## src/rtl/pc_seq_pkg.sv

```systemverilog
// Shared types and helpers for the program-counter sequencer.
package pc_seq_pkg;

  typedef enum logic [1:0] {
    BOOT = 2'd0,
    RUN  = 2'd1,
    HALT = 2'd2
  } pc_state_e;

  typedef enum logic [2:0] {
    SEQ  = 3'd0,
    BR   = 3'd1,
    JMP  = 3'd2,
    RET  = 3'd3,
    TRAP = 3'd4
  } pc_src_e;

  localparam logic [31:0] PC_STEP = 32'd4;

  function automatic logic is_word_aligned(input logic [31:0] addr);
    return ~|(addr & 32'd3);
  endfunction

endpackage

```

## src/rtl/pc_next_mux.sv

```systemverilog
// Priority selection of the next fetch address with redirect alignment check.
module pc_next_mux
  import pc_seq_pkg::*;
#(
  parameter logic [31:0] TRAP_VEC = 32'h0000_0100
) (
  input  logic [31:0] pc_plus4,
  input  logic [31:0] epc,
  input  logic        trap_req,
  input  logic        mret,
  input  logic        jump,
  input  logic [31:0] jump_target,
  input  logic        branch_taken,
  input  logic [31:0] branch_target,
  output logic [31:0] next_pc,
  output pc_src_e     src,
  output logic        redirect_misaligned
);

  logic [31:0] jmp_addr;
  logic [31:0] redir_addr;
  logic        redir_bad;

  // Only the winning redirect target (jump over branch) is alignment-checked.
  assign jmp_addr   = jump_target & ~32'd1;
  assign redir_addr = jump ? jmp_addr : branch_target;
  assign redir_bad  = (jump || branch_taken) && !is_word_aligned(redir_addr);

  always_comb begin
    next_pc             = pc_plus4;
    src                 = SEQ;
    redirect_misaligned = 1'b0;
    if (trap_req) begin
      next_pc = TRAP_VEC;
      src     = TRAP;
    end else if (redir_bad) begin
      next_pc             = TRAP_VEC;
      src                 = TRAP;
      redirect_misaligned = 1'b1;
    end else if (mret) begin
      next_pc = epc;
      src     = RET;
    end else if (jump) begin
      next_pc = jmp_addr;
      src     = JMP;
    end else if (branch_taken) begin
      next_pc = branch_target;
      src     = BR;
    end
  end

endmodule

```

## src/rtl/pc_sequencer.sv

```systemverilog
// Program-counter owner: boot phase, run/halt FSM, redirects and exception PC capture.
module pc_sequencer
  import pc_seq_pkg::*;
#(
  parameter logic [31:0] BOOT_ADDR = 32'h0000_0000,
  parameter logic [31:0] TRAP_VEC  = 32'h0000_0100
) (
  input  logic        clk,
  input  logic        reset,
  input  logic        stall,
  input  logic        branch_taken,
  input  logic [31:0] branch_target,
  input  logic        jump,
  input  logic [31:0] jump_target,
  input  logic        trap_req,
  input  logic        mret,
  input  logic        halt,
  input  logic        resume,
  output logic [31:0] pc,
  output logic [31:0] pc_plus4,
  output logic [31:0] epc,
  output logic        fetch_valid,
  output logic        misaligned,
  output logic [1:0]  state
);

  pc_state_e   st, st_n;
  logic [31:0] pc_n, epc_n;
  logic        fv_n, mis_n;
  logic [31:0] mux_pc;
  pc_src_e     mux_src;
  logic        mux_mis;

  assign pc_plus4 = pc + PC_STEP;
  assign state    = st;

  pc_next_mux #(
    .TRAP_VEC(TRAP_VEC)
  ) u_mux (
    .pc_plus4           (pc_plus4),
    .epc                (epc),
    .trap_req           (trap_req),
    .mret               (mret),
    .jump               (jump),
    .jump_target        (jump_target),
    .branch_taken       (branch_taken),
    .branch_target      (branch_target),
    .next_pc            (mux_pc),
    .src                (mux_src),
    .redirect_misaligned(mux_mis)
  );

  always_comb begin
    st_n  = st;
    pc_n  = pc;
    epc_n = epc;
    fv_n  = fetch_valid;
    mis_n = 1'b0;
    case (st)
      BOOT: begin
        st_n = RUN;
        fv_n = 1'b1;
      end
      RUN: begin
        if (!stall) begin
          pc_n  = mux_pc;
          mis_n = mux_mis;
          // Halt still applies alongside a taken redirect, but not to a trap.
          if (mux_src == TRAP) begin
            epc_n = pc;
          end else if (halt) begin
            st_n = HALT;
            fv_n = 1'b0;
          end
        end
      end
      HALT: begin
        if (!stall && resume) begin
          st_n = RUN;
          fv_n = 1'b1;
        end
      end
      default: begin
        st_n = BOOT;
        fv_n = 1'b0;
      end
    endcase
  end

  always_ff @(posedge clk or negedge reset) begin
    if (!reset) begin
      st          <= BOOT;
      pc          <= BOOT_ADDR;
      epc         <= '0;
      fetch_valid <= 1'b0;
      misaligned  <= 1'b0;
    end else begin
      st          <= st_n;
      pc          <= pc_n;
      epc         <= epc_n;
      fetch_valid <= fv_n;
      misaligned  <= mis_n;
    end
  end

endmodule

```

## config.mk

```make
export PLATFORM = sky130hd
export DESIGN_NAME = pc_sequencer
export DESIGN_NICKNAME = d
export VERILOG_FILES = /design/src/rtl/pc_seq_pkg.sv /design/src/rtl/pc_next_mux.sv /design/src/rtl/pc_sequencer.sv
export SDC_FILE = /design/constraint.sdc
export NUM_CORES = 1
export LEC_CHECK = 0
export BUFFER_PORTS_ARGS = -buffer_cell sky130_fd_sc_hd__buf_2
export CAP_MARGIN = 20
export CORE_ASPECT_RATIO = 1.4
export CORE_UTILIZATION = 45
export CTS_CLUSTER_SIZE = 14
export DETAILED_ROUTE_END_ITERATION = 8
export HOLD_SLACK_MARGIN = 0.15
export PLACE_DENSITY = 0.78
export REMOVE_ABC_BUFFERS = 1
export SYNTH_ARGS = -nofsm -noshare
export SYNTH_HDL_FRONTEND = slang
export SYNTH_SLANG_ARGS = --single-unit
```

## constraint.sdc

```tcl
create_clock -name clk -period 1.8 [get_ports clk]
set_input_delay 0 -clock clk [delete_from_list [all_inputs] [get_ports clk]]
set_output_delay 0 -clock clk [all_outputs]
set_load 0.02 [all_outputs]
```

Word-level counts from Yosys, hierarchy flattened
Cells that the tools add are included.
W data, S select, Z words.

word-level totals
  RAM bits = 0
  output and inout port bits = 100
  ROM bits = 0
  memories = 0
  bits in latches = 0
  input port bits = 73
  logic and storage cells = 48
  bits in registers = 68

operators by class
  reductions and logical operators = 9
  equal/unequal tests = 7
  $add $sub $neg = 1
  order comparisons = 0
  multiplexer cells = 25
  bitwise logic cells = 1
  div/mod/pow operators = 0
  multiply operators = 0
  shifts and indexed selects = 0

operators by type and width
  operator                 count
  $mux W32                 5
  $add A32 B3 Y32 const B  1
  $mux W3                  4
  $mux W2                  5
  $mux W1                  9
  $ne A2 B2 Y1 const B     4
  $pmux W2 S3              1
  $reduce_and A4 Y1        1
  $eq A3 B3 Y1 const B     1
  $pmux W1 S3              1
  $reduce_and A3 Y1        1
  $eq A2 B1 Y1 const B     1
  $eq A2 B2 Y1 const B     1
  $logic_and A1 B1 Y1      2
  $logic_not A2 Y1         1
  $reduce_and A2 Y1        1
  $reduce_or A2 Y1         1
  $logic_not A1 Y1         1
  $logic_or A1 B1 Y1       1
  $not A1 Y1               1

Logic depth before layout (Yosys ltp)
  word-level depth = 9
  depth in mapped cells = 7
  gate-level depth less buffers = 6

Hierarchy
From an unflattened synthesis, not the netlist that was laid out.

second synthesis, totals
  cell total of the unflattened synthesis = 364
  area, all modules = 4344.2 µm²

modules (own cells, without submodules)
  module        times used  sequential area each (µm²)  cells each  area each (µm²)
  pc_sequencer  1           1676.6                      234         3243.1
  pc_next_mux   1           0.0                         130         1101.1

Least setup slack after synthesis
Ideal clock, no wire load.

  kind = register to register
  from = register pc[4]
  to = register pc[15]
  buffers on the path = 0
  library setup time = 103 ps
  required time = 1697 ps
  period minus slack after synthesis = 2073 ps
  data arrival time = 1970 ps
  path slack = -273 ps
  stages on the path, launching flop included = 6
  cells stage by stage = dfrtp_1 nand3_1 nor4_4 xor2_1 nor2_1 o41ai_2

between the ends
  word-level cells in the longest chain between the ends = 6

ends and longest elaborated chain
  element                   RTL line            RTL
  start: declaration        pc_sequencer.sv:19  output logic [31:0] pc,
  start signal: assignment  pc_sequencer.sv:99  pc <= pc_n;
  $add A32 B3 Y32           pc_sequencer.sv:34  assign pc_plus4 = pc + PC_STEP;
  via pc_plus4[15]          pc_sequencer.sv:20  output logic [31:0] pc_plus4,
  $mux W32                  pc_next_mux.sv:46   end else if (branch_taken) begin
  $mux W32                  pc_next_mux.sv:43   end else if (jump) begin
  $mux W32                  pc_next_mux.sv:40   end else if (mret) begin
  $mux W32                  pc_next_mux.sv:36   end else if (redir_bad) begin
  $mux W32                  pc_next_mux.sv:33   if (trap_req) begin

The timed path passes the listed nets, and every way through them passes these cells.
A chain may end at the register's enable or synchronous reset.

Worst setup path in the final report
  from = register pc[12]
  to = output port pc_plus4[25]

between the ends
  word-level cells in the longest chain between the ends = 1

ends and longest elaborated chain
  element           RTL line
  $add A32 B3 Y32   pc_sequencer.sv:34
  end: declaration  pc_sequencer.sv:20

Every way passes these cells.

==> impl_metrics.tcl <==
set metrics [dict create \
    insertion_delay_ns 0.35 \
    vias_per_cell 6.12 \
    postLayoutCoreUtil_pct 73.2 \
    rsz0062_at_grt "yes" \
    hold_path_class "in -> reg" \
    final_layout_size_suffix_gt1_share_pct 47.4 \
    port_buffers 171 \
    grt_max_degree 68 \
    cts.sinks 67 \
    overflow 0 \
    power_density_nw_per_um2 870 \
    dpl.cell_count 793 \
    drc 0 \
    drt_iter0_drc 528 \
    critPathMaxFanout 7 \
    grt_pass1_wl_um 25500 \
    antenna_found_initial 1 \
    crit_arrival_ns 1.94 \
    drt_wl_total_um 17600 \
    tritoncts "yes" \
    die_w_um 85.4 \
    violations "negative setup slack" \
    dpl_cell_area_um2 5740 \
    min_period_ns 1.94 \
    setup_viol 24 \
    swShare_pct 37.1 \
    core_um2 9460 \
    cp_top_family "simple AND/OR/NAND/NOR gates" \
    cp_cell_sequence "nand3_4 -> nor4_4 -> buf_6 -> nand3b_1 -> xnor2_1 -> buf_4" \
    maxCapViolations 0 \
    yosys_warnings 0 \
    maxSlewHeadroom_pct 71.7 \
    nets 825 \
    final_cell_mix "152 x buf_2, 94 x buf_4, 66 x dfrtp_1, 52 x nand2_1, 33 x dlygate4sd3_1" \
    synth-async-reset-ratio_pct 100 \
    place_congestion 0.922 \
    fin_area_um2 6930 \
    min-delay-start "branch_target[5]" \
    leakage_nw 3.42 \
    fin_cells 866 \
    final_common_cell "buf_2" \
    hpwl_um 11300 \
    ys_seq_area_share_pct 38.3 \
    seq_power_share_pct 33.7 \
    routed-via-count 5298 \
    fin_ws_ns -0.144 \
    rows 42 \
    worst_pin_slew_ns 0.425 \
    dr.pass1.iters 7 \
    r2r_cells 8 \
    r2r_end "pc[21]$_DFFE_PN0P_" \
    ys_seq_elements 67 \
    grt_use_total_pct 32.7 \
    critPathMaxStageDelay_ns 0.40 \
    ant_nets 0 \
    cts_buffer_depth 2 \
    p_int_w 0.00379 \
    synth_edf_count 0 \
    crit_path_end_kind "output pin" \
    die_y_um 119 \
    h-tree-depth 3 \
    postSynthAreaPerCell_um2 9.09 \
    crit_path_top_delay_cell "dfrtp_1" \
    grt_pass1_vias 5089 \
    io_pins 173 \
    synth_cell_types 70 \
    max_freq_mhz 514 \
    numCtsBuffers 9 \
    cp-start-kind "flop" \
    combPwrFrac_pct 38.2 \
    hold_depth 4 \
    cts_root_buf "clkbuf_16" \
    hold_end "pc[5]$_DFFE_PN0P_" \
    drv_slew 0 \
    p_sw_w 0.00223 \
    period_share_pct 108 \
    ys.flop_type "dfrtp_1" \
    crit_type "reg -> out" \
    pwr-share-clk_pct 28.1 \
    vdd_drop_max_mv 0.546 \
    avgRoutedWirePerCell_um 20.3 \
    outcome "finished, violations left" \
    synthCells 482 \
    path_clk_slew_ns 0.06 \
    synth_area_um2 4380 \
    area_growth_pct 58.1 \
    worst-path-buf-inv 2 \
    fill_cells 636 \
    critical_path_required_ns 1.80 \
    die_area_um2 10100 \
    r2r_slack_ns -0.06 \
    start_util_pct 46.3 \
    hold_ws_ns 0.147 \
    finalHoldViolations 0 \
    r2r-start "pc[12]$_DFFE_PN0P_" \
    clock-skew-final_ns 0.00951 \
    place_ws_ns -0.0702 \
]
==> state kept, by name, indices dropped and copies added (netlist names) <==
register,count
epc,32
misaligned,1
pc,32
state,2
==> per-stage QoR <==
stage / TNS [ns] / power, W
after global routing: -2.93 / 0.00625
final: -1.53 / 0.00602
after floorplan: -45.55 / 0.00314
after global placement: -0.192 / 0.00401
after detailed placement: -0.306 / 0.00406
after CTS: -0.969 / 0.00585
==> what timing repair did <==
| item | 4_1_cts | 5_1_grt |
|---|---|---|
| cloned | 0 | 1 |
| hold buffers | 33 | 0 |
| setup buffers | 14 | 11 |
| resized for setup | 32 | 51 |
| endpoints found under the setup margin | 22 | 37 |
| pin swaps | 12 | 23 |
| endpoints found under the hold margin | 88 | 0 |
==> worst max-delay path by stage <==
| stage | from | end | slack, ns | cells after the start |
|---|---|---|---|---|
| after floorplan | state[0]$_DFFE_PN0P_ | epc[0]$_DFFE_PN0P_ | -1.08 | 3 |
| after global placement | state[1]$_DFFE_PN0P_ | pc[26]$_DFFE_PN0P_ | -0.07 | 6 |
| after detailed placement | state[1]$_DFFE_PN0P_ | pc[21]$_DFFE_PN0P_ | -0.07 | 6 |
| after CTS | pc[2]$_DFFE_PN0P_ | pc_plus4[28] | -0.14 | 7 |
| after global routing | pc[26]$_DFFE_PN0P_ | pc_plus4[30] | -0.24 | 5 |
| final | pc[12]$_DFFE_PN0P_ | pc_plus4[25] | -0.14 | 6 |
==> synth_stat cells (5+ instances only) <==
master	n	area, µm²
buf_2	6	30.0
nand2_1	54	203
nor3_1	7	35.0
and3_1	8	50.1
clkbuf_1	26	97.6
inv_1	12	45.0
a22o_1	6	52.6
nand3_1	17	85.1
nand4_1	13	81.3
nor2_1	30	113
xnor2_1	20	175
o22ai_1	12	75.1
mux2_2	29	327
xor2_1	8	70.1
a21oi_1	21	105
o21ai_0	32	160
nand2b_1	9	56.3
o31ai_1	5	37.5
mux2i_1	6	60.1
dfrtp_1	67	1680
==> routing by layer <==
layer | GRT usage, % | vias up | wire length [µm]
li1 | - | 2330 | -
met1 | 37.7 | 2500 | 6200
met2 | 55.2 | 363 | 8660
met3 | 6.42 | 105 | 1440
met4 | 20.1 | 0 | 1260
met5 | 0 | - | 0
==> worst reg2reg max path: cells and delay by family (launching register included) <==
family,cells,cell delay (ns)
simple gates,3,0.48
compound gates,1,0.28
flops,1,0.40
buf+inv,3,0.44
xor+xnor,1,0.14
==> final cells by class <==
class                   count  area [µm²]  share of cell area (%)
clock inverters             2        10.0                   0.144
inverters                  12        45.0                   0.650
diodes                      1        2.50                  0.0361
clock buffers              13         270                    3.90
well taps                 110         138                    1.99
repair buffers            295        2030                    29.4
flip-flops and latches     67        1680                    24.2
multi-input cells         366        2750                    39.7
==> power groups by stage <==
stage	combinational (W)	sequential [W]	clock [W]
detailed placement	0.00204	0.00203	0
finish	0.00230	0.00203	0.00169
floorplan	0.000768	0.00237	0
global route	0.00243	0.00206	0.00176
CTS	0.00215	0.00200	0.00169
global placement	0.00200	0.00201	0
==> logic make-up after synthesis <==
family                   share of synthesized area (%)
XOR/XNOR                                          5.60
AND/OR/NAND/NOR                                   19.2
AO/OA/AOI/OAI                                     22.8
adder cells (fa/ha/maj)                          0.286
flip-flops                                        38.3
buffers and inverters                             4.97
multiplexers                                      8.82
Power figures use the tool's default switching activity.
